<file path="config.mk">
export PLATFORM = sky130hd
export DESIGN_NAME = fp_mult_execute_pipe
export DESIGN_NICKNAME = d
export VERILOG_FILES = /design/src/rtl/fp_mult_execute_pipe.sv
export SDC_FILE = /design/constraint.sdc
export NUM_CORES = 2
export LEC_CHECK = 0
export ABC_AREA = 1
export BUFFER_PORTS_ARGS = -buffer_cell sky130_fd_sc_hd__buf_2
export CORE_ASPECT_RATIO = 0.7
export CORE_UTILIZATION = 65
export CTS_CLUSTER_DIAMETER = 80
export DETAILED_ROUTE_END_ITERATION = 10
export GPL_TIMING_DRIVEN = 0
export PLACE_DENSITY = 0.82
export SYNTH_ARGS = -nofsm -noshare
export SYNTH_HDL_FRONTEND = slang
export SYNTH_SLANG_ARGS = --single-unit
</file>
<file path="constraint.sdc">
create_clock -name clk -period 8.09 [get_ports clk]
set_clock_uncertainty 0.1 [all_clocks]
set_input_delay 0.809 -clock clk [delete_from_list [all_inputs] [get_ports clk]]
set_output_delay 0.809 -clock clk [all_outputs]
set_load 0.01 [all_outputs]
</file>
<file path="src/rtl/fp_mult_execute_pipe.sv">
// FP multiply execute stage: full mantissa product, biased exponent sum and sign
// through a LAT-deep elastic pipeline. Optional zero flag via FPMULT_EXEC_ZERO_EN.
module fp_mult_execute_pipe #(
  parameter int unsigned MW   = 24,
  parameter int unsigned EW   = 8,
  parameter int unsigned BIAS = 127,
  parameter int unsigned LAT  = 3
) (
  input  logic                       clk,
  input  logic                       rst,
  input  logic                       flush,
  input  logic                       in_valid,
  output logic                       in_ready,
  input  logic [MW-1:0]              Ma,
  input  logic [MW-1:0]              Mb,
  input  logic [EW-1:0]              Ea,
  input  logic [EW-1:0]              Eb,
  input  logic                       Sa,
  input  logic                       Sb,
  output logic                       out_valid,
  input  logic                       out_ready,
  output logic [2*MW-1:0]            Mp,
  output logic [EW+1:0]              Ep,
  output logic                       Sp,
`ifdef FPMULT_EXEC_ZERO_EN
  output logic                       zero,
`endif
  output logic [$clog2(LAT+1)-1:0]   inflight
);

  localparam int unsigned PW = 2 * MW;
  localparam int unsigned XW = EW + 2;
  localparam int unsigned CW = $clog2(LAT + 1);

  typedef struct packed {
    logic [PW-1:0] mp;
    logic [XW-1:0] ep;
    logic          sp;
`ifdef FPMULT_EXEC_ZERO_EN
    logic          zero;
`endif
  } stage_t;

  stage_t           in_stage;
  stage_t           data     [LAT];
  stage_t           src_data [LAT];
  logic [LAT-1:0]   valid;
  logic [LAT-1:0]   src_valid;
  logic [LAT-1:0]   load;
  logic             accept;
  logic             out_fire;

  // Arithmetic is done once at entry; later stages only carry the result.
  always_comb begin
    in_stage    = '0;
    in_stage.mp = PW'(Ma) * PW'(Mb);
    in_stage.ep = XW'(Ea) + XW'(Eb) - XW'(BIAS);
    in_stage.sp = Sa ^ Sb;
`ifdef FPMULT_EXEC_ZERO_EN
    in_stage.zero = (Ma == '0) || (Mb == '0);
    if (in_stage.zero) begin
      in_stage.ep = '0;
    end
`endif
  end

  // A stage loads if it, or any stage downstream of it, is empty, or the output drains.
  for (genvar k = 0; k < LAT; k++) begin : g_load
    assign load[k] = out_ready | ~(&valid[LAT-1:k]);
  end

  if (LAT == 1) begin : g_src_one
    assign src_valid = in_valid;
  end else begin : g_src_many
    assign src_valid = {valid[LAT-2:0], in_valid};
  end

  for (genvar k = 0; k < LAT; k++) begin : g_src_data
    if (k == 0) begin : g_head
      assign src_data[k] = in_stage;
    end else begin : g_body
      assign src_data[k] = data[k-1];
    end
  end

  assign in_ready  = load[0];
  assign out_valid = valid[LAT-1];
  assign accept    = in_valid & load[0] & ~flush;
  assign out_fire  = valid[LAT-1] & out_ready;

  always_ff @(posedge clk) begin
    if (rst || flush) begin
      valid <= '0;
    end else begin
      valid <= (load & src_valid) | (~load & valid);
    end
  end

  // Only the output stage is reset; inner data is qualified by its valid bit.
  for (genvar k = 0; k < LAT; k++) begin : g_data
    if (k == LAT - 1) begin : g_out
      always_ff @(posedge clk) begin
        if (rst) begin
          data[k] <= '0;
        end else if (load[k] && src_valid[k]) begin
          data[k] <= src_data[k];
        end
      end
    end else begin : g_mid
      always_ff @(posedge clk) begin
        if (load[k] && src_valid[k]) begin
          data[k] <= src_data[k];
        end
      end
    end
  end

  always_ff @(posedge clk) begin
    if (rst || flush) begin
      inflight <= '0;
    end else if (accept && !out_fire) begin
      inflight <= inflight + CW'(1);
    end else if (!accept && out_fire) begin
      inflight <= inflight - CW'(1);
    end
  end

  assign Mp = data[LAT-1].mp;
  assign Ep = data[LAT-1].ep;
  assign Sp = data[LAT-1].sp;
`ifdef FPMULT_EXEC_ZERO_EN
  assign zero = data[LAT-1].zero;
`endif

endmodule

</file>
==> metrics.txt <==
# TYPE chip_impl_metric gauge
chip_impl_info{name="status",value="finished with violations"} 1
chip_impl_info{name="violations",value="DRC"} 1
chip_impl_metric{name="grt_antenna_before_repair",unit=""} 0
chip_impl_metric{name="finalWorstSetupSlack",unit="ns"} 0.434
chip_impl_metric{name="number_of_buffers_added_for_setup_after_cts",unit=""} 0
chip_impl_info{name="hold_end",value="data[1][43]$_DFFE_PP_"} 1
chip_impl_info{name="worst_r2r_endpoint",value="data[0][55]$_DFFE_PP_"} 1
chip_impl_metric{name="final.min_clock_period",unit="ns"} 7.66
chip_impl_metric{name="routed_wire_length",unit="µm"} 79100
chip_impl_metric{name="placementRows",unit=""} 62
chip_impl_metric{name="design.die.area",unit="mm²"} 0.0423
chip_impl_metric{name="report.final.slew_viol_count",unit=""} 0
chip_impl_metric{name="cts_htree_levels",unit=""} 4
chip_impl_metric{name="grt_use_met1",unit=""} 0.545
chip_impl_metric{name="insertion_delay",unit="ns"} 0.45
chip_impl_metric{name="post_synthesis_sequential_element_count",unit=""} 182
chip_impl_metric{name="cp_data_required_time",unit="ns"} 8.18
chip_impl_metric{name="numCtsBuffers",unit=""} 17
chip_impl_metric{name="initial_utilization",unit=""} 0.658
chip_impl_metric{name="drt-initial-drc-count",unit=""} 1964
chip_impl_metric{name="post_synth.cell_area_avg",unit="µm²"} 8.29
chip_impl_metric{name="firstDrtPassIters",unit=""} 9
chip_impl_metric{name="via_count_of_the_first_global_routing_pass",unit=""} 21800
chip_impl_info{name="global_route.peak_usage_layer",value="met2"} 1
chip_impl_info{name="worst_hold_path_type",value="flip-flop to flip-flop"} 1
chip_impl_info{name="endpoint_kind",value="flip-flop"} 1
chip_impl_metric{name="total_inserted_antenna_cells",unit=""} 0
chip_impl_metric{name="post_drt_wl_per_cell",unit="µm"} 20.0
chip_impl_metric{name="syn2layout_area_growth",unit="%"} 7.60
chip_impl_metric{name="synth-seq-area-share",unit=""} 0.201
chip_impl_info{name="mostFrequentLayoutCell",value="inv_1"} 1
chip_impl_metric{name="core",unit="mm²"} 0.0410
chip_impl_metric{name="pre_cts_ws",unit="ns"} 0.161
chip_impl_metric{name="yosys_warnings",unit=""} 0
chip_impl_metric{name="gate_count_post_synth",unit=""} 3251
chip_impl_metric{name="max_stage_delay",unit="ns"} 0.73
chip_impl_metric{name="hold_violations",unit=""} 0
chip_impl_info{name="synth_top_area_cell",value="fa_1"} 1
chip_impl_info{name="clock_tree_from_tritoncts",value="built"} 1
chip_impl_metric{name="post_cts_resized",unit=""} 0
chip_impl_metric{name="cts.reportedPaths.clkPinSlew",unit="ns"} 0.08
chip_impl_metric{name="routabilityCongestion",unit=""} 1.02
chip_impl_metric{name="ff_to_ff_path_depth",unit=""} 6
chip_impl_metric{name="holdPathStages",unit=""} 0
chip_impl_info{name="rsz_0062_raised_after_global_routing",value="false"} 1
chip_impl_metric{name="post_synth_edffs",unit=""} 177
chip_impl_metric{name="globalRouteMet3Util",unit=""} 0.111
chip_impl_metric{name="post-route-drc-count",unit=""} 2
chip_impl_metric{name="maxClockFrequency",unit="GHz"} 0.131
chip_impl_metric{name="vias",unit=""} 21000
chip_impl_metric{name="grt_start_max_net_pins",unit=""} 42
chip_impl_metric{name="post-synth-top-area-fraction",unit=""} 0.359
chip_impl_metric{name="i_o_buffers",unit=""} 133
chip_impl_info{name="synth_top_cells_by_area",value="fa_1, edfxtp_1, inv_1, nand2_1, ha_1"} 1
chip_impl_metric{name="maxCapViolCount",unit=""} 0
chip_impl_metric{name="synth-async-reset-ratio",unit=""} 0
chip_impl_metric{name="ios",unit=""} 134
chip_impl_metric{name="synthesis.nets",unit=""} 3995
chip_impl_metric{name="critPathArrivalTime",unit="ns"} 7.75
chip_impl_metric{name="place.detailed.hpwl",unit="µm"} 65700
chip_impl_metric{name="setup_failing_eps_final",unit=""} 0
chip_impl_metric{name="die_height",unit="µm"} 172
chip_impl_metric{name="synth_cell_types",unit=""} 27
chip_impl_metric{name="cts_sinks",unit=""} 182
chip_impl_metric{name="grt_util_met2",unit=""} 0.596
chip_impl_metric{name="cts-hold-fix-buffers",unit=""} 0
chip_impl_metric{name="postRouteAntennaNets",unit=""} 0
chip_impl_metric{name="globalRoute.totalOverflow",unit=""} 0
chip_impl_info{name="timing.critical_path.from_type",value="input pin"} 1
chip_impl_metric{name="cts.path.max_buffers",unit=""} 2
chip_impl_info{name="clk_root_buffer_cell",value="clkbuf_16"} 1
chip_impl_metric{name="r2r_slack",unit="ns"} 5.79
chip_impl_metric{name="final_sum_of_negative_setup_slack",unit="ns"} 0
chip_impl_info{name="hold_start",value="data[0][43]$_DFFE_PP_"} 1
chip_impl_metric{name="chipWidth",unit="µm"} 245
chip_impl_metric{name="worst-slew-pin-transition",unit="ns"} 1.08
chip_impl_metric{name="grt_use_total",unit=""} 0.395
chip_impl_metric{name="synth.cell_area",unit="mm²"} 0.0270
chip_impl_metric{name="num-nets-final",unit=""} 4150
chip_impl_info{name="crit_path_top_delay_cell",value="clkbuf_1"} 1
chip_impl_info{name="yosys_most_used_dff",value="edfxtp_1"} 1
chip_impl_metric{name="grt_first_pass_wirelength",unit="µm"} 122000
chip_impl_metric{name="detail_route.vias_per_cell",unit=""} 5.29
chip_impl_info{name="critical_path_class",value="input pin to flip-flop"} 1
chip_impl_metric{name="fraction_of_final_layout_cells_with_drive_strength_greater_than_1",unit=""} 0.0635
chip_impl_info{name="most-common-layout-cells",value="inv_1, nand2_1, fa_1, ha_1, edfxtp_1"} 1
chip_impl_metric{name="timing.max_slew.rel_slack",unit=""} 0.283
chip_impl_metric{name="timing.critical_path.fanout_max",unit=""} 10
chip_impl_metric{name="timing.final.crit_share",unit=""} 0.946
-- Yosys cell counts (5+ instances only) --
library cell	number
a21oi_1	39
clkbuf_1	100
dfxtp_1	5
edfxtp_1	177
fa_1	483
ha_1	190
inv_1	1080
nand2_1	908
nand2_2	15
nand3_1	37
nand3_2	8
nand4_1	6
nor2_1	122
nor2_2	12
nor2_4	5
nor3_1	5
o21bai_1	7
xnor2_1	6
xor2_1	29
-- per-layer routing --
metal,wire [µm],part of all wire,vias up
met5,0,0,-
met4,3330,0.042,0
met3,10200,0.13,200
met2,34300,0.43,1147
met1,31300,0.40,10200
li1,-,-,9425
-- worst max path at each step --
stage | from | endpoint | cells past startpoint
3_3_place_gp | Ma[13] | data[0][50]$_DFFE_PP_ | 27
5_1_grt | Ma[13] | data[0][50]$_DFFE_PP_ | 27
3_5_place_dp | Ma[13] | data[0][50]$_DFFE_PP_ | 27
4_1_cts | Ma[13] | data[0][50]$_DFFE_PP_ | 27
6_report | Ma[13] | data[0][50]$_DFFE_PP_ | 27
2_1_floorplan | Ma[13] | data[0][45]$_DFFE_PP_ | 26
-- cell families after synthesis --
group | count (synthesis) | share of synthesized area
buf+inv | 1185 | 0.165
simple gates | 1122 | 0.165
fa+ha+maj | 673 | 0.447
flops | 182 | 0.201
compound gates | 54 | 0.0109
xor+xnor | 35 | 0.0114
-- worst max-delay path, delay by kind of cell --
| family | cells | cell delay, ns |
|---|---|---|
| buffers and inverters | 10 | 1.39 |
| adder cells (fa/ha/maj) | 8 | 4.16 |
| AND/OR/NAND/NOR | 9 | 1.37 |
-- registers in the layout, summed over array words and instances, names as in the netlist, named ones only --
name,flops
data,177
inflight,2
-- metrics by stage --
step | hold slack [ns] | util | cell area, µm² | instances
floorplan | 0.300 | - | 27000 | 3251
global placement | 0.300 | 0.691 | 28300 | 3928
detailed placement | 0.305 | 0.693 | 28400 | 3931
CTS | 0.323 | 0.708 | 29000 | 3963
global route | 0.326 | 0.708 | 29000 | 3963
finish | 0.322 | 0.708 | 29000 | 3963
-- cell type report --
| type | instances | area, µm² |
|---|---|---|
| multi-input cells | 1884 | 17100 |
| fillers | 3283 | 12000 |
| flip-flops and latches | 182 | 5420 |
| inverters | 1083 | 4070 |
| repair buffers | 136 | 726 |
| well taps | 544 | 681 |
| clock buffers | 18 | 450 |
| plain buffers | 102 | 385 |
| clock inverters | 14 | 174 |
Power is left out: the tool's default activity adds up to more than one toggle a clock period on the data nets, which glitch-free logic cannot reach.
